==> src/rtl/spw_jtag_pkg.sv <==
// Shared definitions for the SpaceWire node JTAG TAP: state encodings, opcodes and ID defaults.
package spw_jtag_pkg;

    // 1149.1 customary 4-bit state encodings, exposed on tap_state for debug.
    typedef enum logic [3:0] {
        EX2_DR = 4'h0,
        EX1_DR = 4'h1,
        SH_DR  = 4'h2,
        PA_DR  = 4'h3,
        SEL_IR = 4'h4,
        UPD_DR = 4'h5,
        CAP_DR = 4'h6,
        SEL_DR = 4'h7,
        EX2_IR = 4'h8,
        EX1_IR = 4'h9,
        SH_IR  = 4'hA,
        PA_IR  = 4'hB,
        RTI    = 4'hC,
        UPD_IR = 4'hD,
        CAP_IR = 4'hE,
        TLR    = 4'hF
    } tap_state_e;

    localparam int unsigned OP_IDCODE   = 1;
    localparam int unsigned OP_SPW_CTRL = 2;

    localparam logic [31:0] IDCODE_DEFAULT = 32'h1000_0FFF;

    // All-ones opcode of the given IR width.
    function automatic logic [31:0] op_bypass(input int unsigned w);
        return (w >= 32) ? 32'hFFFF_FFFF : ((32'd1 << w) - 32'd1);
    endfunction

endpackage

==> src/rtl/spw_jtag_tap_fsm.sv <==
// 16-state IEEE 1149.1 TAP controller with decoded capture/shift/update flags.
module spw_jtag_tap_fsm
    import spw_jtag_pkg::*;
(
    input  logic       TCK,
    input  logic       TRST,
    input  logic       TMS,
    output logic [3:0] tap_state,
    output logic       st_tlr,
    output logic       cap_ir,
    output logic       sh_ir,
    output logic       upd_ir,
    output logic       cap_dr,
    output logic       sh_dr,
    output logic       upd_dr
);

    tap_state_e state_reg, state_next;

    always_ff @(posedge TCK or posedge TRST) begin
        if (TRST) begin
            state_reg <= TLR;
        end else begin
            state_reg <= state_next;
        end
    end

    always_comb begin
        state_next = TLR;
        case (state_reg)
            TLR:     state_next = TMS ? TLR    : RTI;
            RTI:     state_next = TMS ? SEL_DR : RTI;
            SEL_DR:  state_next = TMS ? SEL_IR : CAP_DR;
            CAP_DR:  state_next = TMS ? EX1_DR : SH_DR;
            SH_DR:   state_next = TMS ? EX1_DR : SH_DR;
            EX1_DR:  state_next = TMS ? UPD_DR : PA_DR;
            PA_DR:   state_next = TMS ? EX2_DR : PA_DR;
            EX2_DR:  state_next = TMS ? UPD_DR : SH_DR;
            UPD_DR:  state_next = TMS ? SEL_DR : RTI;
            SEL_IR:  state_next = TMS ? TLR    : CAP_IR;
            CAP_IR:  state_next = TMS ? EX1_IR : SH_IR;
            SH_IR:   state_next = TMS ? EX1_IR : SH_IR;
            EX1_IR:  state_next = TMS ? UPD_IR : PA_IR;
            PA_IR:   state_next = TMS ? EX2_IR : PA_IR;
            EX2_IR:  state_next = TMS ? UPD_IR : SH_IR;
            UPD_IR:  state_next = TMS ? SEL_DR : RTI;
            default: state_next = TLR;
        endcase
    end

    always_comb begin
        tap_state = state_reg;
        st_tlr    = (state_reg == TLR);
        cap_ir    = (state_reg == CAP_IR);
        sh_ir     = (state_reg == SH_IR);
        upd_ir    = (state_reg == UPD_IR);
        cap_dr    = (state_reg == CAP_DR);
        sh_dr     = (state_reg == SH_DR);
        upd_dr    = (state_reg == UPD_DR);
    end

endmodule

==> src/rtl/spw_jtag_tap.sv <==
// JTAG TAP for the SpaceWire node: IR, BYPASS, optional IDCODE and the SPW_CTRL user register.
// Optional feature macro: SPW_JTAG_IDCODE_EN (IDCODE register present, ir_q resets to IDCODE).
module spw_jtag_tap
    import spw_jtag_pkg::*;
#(
    parameter int          IR_W       = 4,
    parameter int          DR_W       = 32,
    parameter logic [31:0] IDCODE_VAL = IDCODE_DEFAULT
) (
    input  logic            TCK,
    input  logic            TRST,
    input  logic            TMS,
    input  logic            TDI,
    output logic            TDO,
    output logic            TDO_EN,
    input  logic [DR_W-1:0] udr_cap,
    output logic [DR_W-1:0] udr_upd,
    output logic            udr_upd_stb,
    output logic [3:0]      tap_state,
    output logic [IR_W-1:0] ir_q
);

    localparam logic [IR_W-1:0] BYPASS_OP = IR_W'(op_bypass(IR_W));
    localparam logic [IR_W-1:0] SPW_OP    = IR_W'(OP_SPW_CTRL);
`ifdef SPW_JTAG_IDCODE_EN
    localparam logic [IR_W-1:0] IDC_OP    = IR_W'(OP_IDCODE);
    localparam logic [IR_W-1:0] IR_RESET  = IDC_OP;
`else
    localparam logic [IR_W-1:0] IR_RESET  = BYPASS_OP;
`endif

    logic st_tlr, cap_ir, sh_ir, upd_ir, cap_dr, sh_dr, upd_dr;

    spw_jtag_tap_fsm u_fsm (
        .TCK       (TCK),
        .TRST      (TRST),
        .TMS       (TMS),
        .tap_state (tap_state),
        .st_tlr    (st_tlr),
        .cap_ir    (cap_ir),
        .sh_ir     (sh_ir),
        .upd_ir    (upd_ir),
        .cap_dr    (cap_dr),
        .sh_dr     (sh_dr),
        .upd_dr    (upd_dr)
    );

    logic [IR_W-1:0] ir_sr_reg;
    logic            byp_reg;
    logic [DR_W-1:0] udr_sr_reg;
    logic [DR_W-1:0] udr_shift;
    logic            sel_spw;
    logic            tdo_next;

    assign sel_spw = (ir_q == SPW_OP);

    // Shifted SPW_CTRL value; written per bit so DR_W = 1 needs no special slice.
    for (genvar gi = 0; gi < DR_W; gi++) begin : g_udr_shift
        if (gi == DR_W - 1) begin : g_msb
            assign udr_shift[gi] = TDI;
        end else begin : g_low
            assign udr_shift[gi] = udr_sr_reg[gi+1];
        end
    end

    always_ff @(posedge TCK or posedge TRST) begin
        if (TRST) begin
            ir_sr_reg <= '0;
        end else if (st_tlr) begin
            ir_sr_reg <= '0;
        end else if (cap_ir) begin
            ir_sr_reg <= IR_W'(1);
        end else if (sh_ir) begin
            ir_sr_reg <= {TDI, ir_sr_reg[IR_W-1:1]};
        end
    end

    // BYPASS also serves every opcode that has no register of its own.
    always_ff @(posedge TCK or posedge TRST) begin
        if (TRST) begin
            byp_reg <= 1'b0;
        end else if (st_tlr || cap_dr) begin
            byp_reg <= 1'b0;
        end else if (sh_dr) begin
            byp_reg <= TDI;
        end
    end

    always_ff @(posedge TCK or posedge TRST) begin
        if (TRST) begin
            udr_sr_reg <= '0;
        end else if (st_tlr) begin
            udr_sr_reg <= '0;
        end else if (cap_dr && sel_spw) begin
            udr_sr_reg <= udr_cap;
        end else if (sh_dr && sel_spw) begin
            udr_sr_reg <= udr_shift;
        end
    end

`ifdef SPW_JTAG_IDCODE_EN
    logic        sel_idc;
    logic [31:0] idc_sr_reg;

    assign sel_idc = (ir_q == IDC_OP);

    always_ff @(posedge TCK or posedge TRST) begin
        if (TRST) begin
            idc_sr_reg <= '0;
        end else if (st_tlr) begin
            idc_sr_reg <= '0;
        end else if (cap_dr && sel_idc) begin
            idc_sr_reg <= IDCODE_VAL;
        end else if (sh_dr && sel_idc) begin
            idc_sr_reg <= {TDI, idc_sr_reg[31:1]};
        end
    end
`endif

    always_comb begin
        tdo_next = 1'b0;
        if (sh_ir) begin
            tdo_next = ir_sr_reg[0];
        end else if (sh_dr) begin
            tdo_next = byp_reg;
            if (sel_spw) begin
                tdo_next = udr_sr_reg[0];
            end
`ifdef SPW_JTAG_IDCODE_EN
            if (sel_idc) begin
                tdo_next = idc_sr_reg[0];
            end
`endif
        end
    end

    // Falling-edge half: TDO launch and the update-stage registers.
    always_ff @(negedge TCK or posedge TRST) begin
        if (TRST) begin
            TDO         <= 1'b0;
            TDO_EN      <= 1'b0;
            ir_q        <= IR_RESET;
            udr_upd     <= '0;
            udr_upd_stb <= 1'b0;
        end else begin
            TDO         <= tdo_next;
            TDO_EN      <= sh_ir || sh_dr;
            udr_upd_stb <= 1'b0;
            if (st_tlr) begin
                ir_q    <= IR_RESET;
                udr_upd <= '0;
            end else begin
                if (upd_ir) begin
                    ir_q <= ir_sr_reg;
                end
                if (upd_dr && sel_spw) begin
                    udr_upd     <= udr_sr_reg;
                    udr_upd_stb <= 1'b1;
                end
            end
        end
    end

endmodule
==> config.mk <==
export PLATFORM = sky130hd
export DESIGN_NAME = spw_jtag_tap
export DESIGN_NICKNAME = d
export VERILOG_FILES = /design/src/rtl/spw_jtag_pkg.sv /design/src/rtl/spw_jtag_tap_fsm.sv /design/src/rtl/spw_jtag_tap.sv
export SDC_FILE = /design/constraint.sdc
export NUM_CORES = 1
export LEC_CHECK = 0
export ABC_AREA = 1
export CAP_MARGIN = 20
export CORE_MARGIN = 10
export CORE_UTILIZATION = 40
export DETAILED_ROUTE_END_ITERATION = 10
export GPL_TIMING_DRIVEN = 0
export MAX_ROUTING_LAYER = met4
export PLACE_DENSITY_LB_ADDON = 0.3
export SYNTH_ARGS = -nofsm -noshare
export SYNTH_HDL_FRONTEND = slang
export SYNTH_SLANG_ARGS = --single-unit
export TNS_END_PERCENT = 100
==> constraint.sdc <==
create_clock -name TCK -period 3.48 [get_ports TCK]
set_input_delay 1.044 -clock TCK [delete_from_list [all_inputs] [get_ports TCK]]
set_output_delay 1.044 -clock TCK [all_outputs]
set_load 0.02 [all_outputs]
==> results.py <==
metrics = {
    "synthesis": {
        "synth-seq-area-share_pct": 47.67,
        "synthFlopType": "dfrtp_1",
        "synth-edff-count": 0,
        "postSynthAreaPerCell_um2": 9.275,
        "synth-warning-count": 0,
        "netlist_instances": 455,
        "mappedNetlistArea_um2": 4220,
        "ys_ff_latch": 80,
        "synth_nets": 491,
        "yosysUniqueCellTypes": 27,
        "synthArstFlopShare_pct": 100.0,
    },
    "grt": {
        "grt_max_degree": 37,
        "grtUsageTotal_pct": 15.24,
        "grt_pass1_vias": 3558,
        "grt_pass1_wl_um": 17770,
        "antenna_found_initial": 0,
        "grt.overflow.total": 0,
    },
    "worst_setup_path": {
        "cp_num_buf_inv": 1,
        "critical_path_arrival_ns": 2.78,
        "r2r_cells": 8,
        "cp_max_fo": 2,
        "path_class": "reg -> out",
        "path_cells": "buf_6",
        "critPathLaunchType": "register",
        "worstSetupEndpointType": "output port",
        "cp_slowest_stage_delay_ns": 0.53,
        "slowest_stage": "dfstp_2",
        "critPathRequiredTime_ns": 2.44,
        "path_depth": 1,
        "critPathTopFamily": "flip-flops",
    },
    "clocking": {
        "cts.path.max_buffers": 2,
        "clk_latency_ns": 0.40,
        "cts-root-buf": "clkbuf_8",
        "clock-sinks": 80,
        "cts_tree": "done",
        "clkSlewWorstSetupHoldPaths_ns": 0.05,
        "cts-buffers-inserted": 9,
        "cts_max_level": 3,
        "hold_buffers": 0,
    },
    "floorplan": {
        "core_um2": 10320,
        "die_y_um": 122.7,
        "num_io_pins": 79,
        "die_x_um": 122.7,
        "num_rows": 37,
        "start_util_pct": 40.88,
        "dieArea_um2": 15060,
    },
    "layout": {
        "fin_util_pct": 56.39,
        "diodes": 0,
        "nets": 630,
        "fillerInstances": 972,
        "final_cell_mix": "nand2_1, nand3_1, buf_4, inv_1, buf_6",
        "mostFrequentLayoutCell": "nand2_1",
        "drive_above_1_share_pct": 36.12,
        "final_cells": 734,
        "syn_to_final_growth_pct": 37.95,
    },
    "placed_design": {
        "io_buffer_count": 78,
        "place_congestion": 0.8283,
        "hpwl_um": 7678,
        "dp_cells": 671,
    },
    "sta": {
        "skew_ns": 0.06055,
        "slew_viol_final": 0,
        "rsz0062_at_grt": "yes",
        "hold_ws_ns": 0.5005,
        "tightestPinTransition_ns": 0.3168,
        "setup_viol_count_final": 39,
        "max_slew_margin_pct": 78.88,
        "finalHoldViolations": 0,
        "finalWorstSetupSlack_ns": -0.3474,
    },
    "drt": {
        "ant_nets": 0,
        "viasPerCell": 4.861,
        "vias": 3568,
        "wl_per_cell_um": 15.16,
        "drtIter0Drc": 220,
        "wl_um": 11130,
        "remaining_drc_errors": 0,
        "drt_pass1_iterations": 4,
    },
    "power": {
        "peakVddDrop_mv": 0.4620,
        "pwr_density_cell_nw_per_um2": 602.0,
        "p_leak_nw": 2.953,
    },
    "min_path": {
        "holdPathStages": 2,
        "hold_path_class": "reg -> reg",
    },
    "run": {
        "cap_violations": 0,
    },
    "outcome": {
        "status": "complete, but fails checks",
        "violations": "setup timing",
    },
}
==> stage by stage <==
step                power, mW  instance area (um^2)  setup WS [ns]  TNS (ns)
finish                  3.505                  5822        -0.3474    -8.289
global route            3.740                  5822        -0.3822    -9.357
CTS                     3.483                  5695        -0.3540    -8.598
detailed placement      2.668                  5215        -0.4418    -21.94
global placement        2.636                  5175         -1.091    -54.60
floorplan               2.211                  4224        -0.1158    -4.227
==> cell families after synthesis <==
kind of cell / share of synthesized area [%]
compound gates: 9.220
flops: 47.67
buf+inv: 10.64
simple gates: 32.46
==> metal layers <==
metal / track usage (%) / part of all wire (%)
met4: 5.228 / 1.2
met3: 3.581 / 5.5
met2: 24.50 / 50
met1: 18.40 / 43
met5: - / 0
==> tightest hold or removal path: stages, from the launching register on <==
cell,delay [ns]
dfrtn_1,0.43
nand3_1,0.10
o21ai_2,0.06
==> cells in the mapped netlist (2+ instances only) <==
library cell,count,share of area (%)
nor2_1,9,0.80
o21ai_2,32,6.6
inv_2,7,0.62
dfrtp_1,37,22
dfrtn_1,35,21
nand3_1,77,9.1
nand3b_1,32,5.7
inv_1,48,4.3
a22oi_1,4,0.71
buf_8,4,1.4
buf_2,17,2.0
buf_6,6,1.6
dfstp_2,8,5.0
nand2_2,3,0.44
o22ai_1,4,0.59
nor2_4,2,0.53
o21ai_0,2,0.24
nand2_1,84,7.5
nand3_2,28,6.6
nand2_4,3,0.80
a21oi_1,3,0.36
nor2_8,2,0.95
buf_4,4,0.71
==> report_power, final <==
group	switching (mW)	internal, mW	total, mW	leakage (nW)
logic	0.816	0.624	1.44	1.77
registers	0.158	1.20	1.36	1.07
clock network	0.354	0.353	0.707	0.114
total	1.33	2.18	3.50	2.95
==> final cells by class <==
class	count	area, um^2	area share, %
Buffer	31	256.5	4.406
Tap cell	136	170.2	2.923
Timing Repair Buffer	125	1207	20.74
Clock inverter	7	57.56	0.9886
Inverter	54	206.4	3.546
Multi-Input combinational cell	289	1767	30.35
Sequential cell	80	2012	34.56
Clock buffer	12	145.1	2.493
==> repair_timing <==
action | 4_1_cts | 5_1_grt
endpoints found under the setup margin | 44 | 69
pin swaps | 0 | 1
cloned | 0 | 1
setup buffers | 31 | 13
resized for setup | 236 | 10
==> final timing paths <==
kind | start | end | slack [ns]
max | ir_q[1] | ir_q[1] | -0.35
min | udr_upd[30] | udr_upd[30] | 0.50
max reg2reg | ir_q[1] | udr_sr_reg[22] | 0.10
min reg2reg | udr_upd[30] | udr_upd[30] | 0.50
max in group asynchronous | TRST | udr_upd[20] | 0.31
min in group asynchronous | TRST | udr_sr_reg[23] | 1.07
No activity file was read; power rests on OpenSTA's default activity.
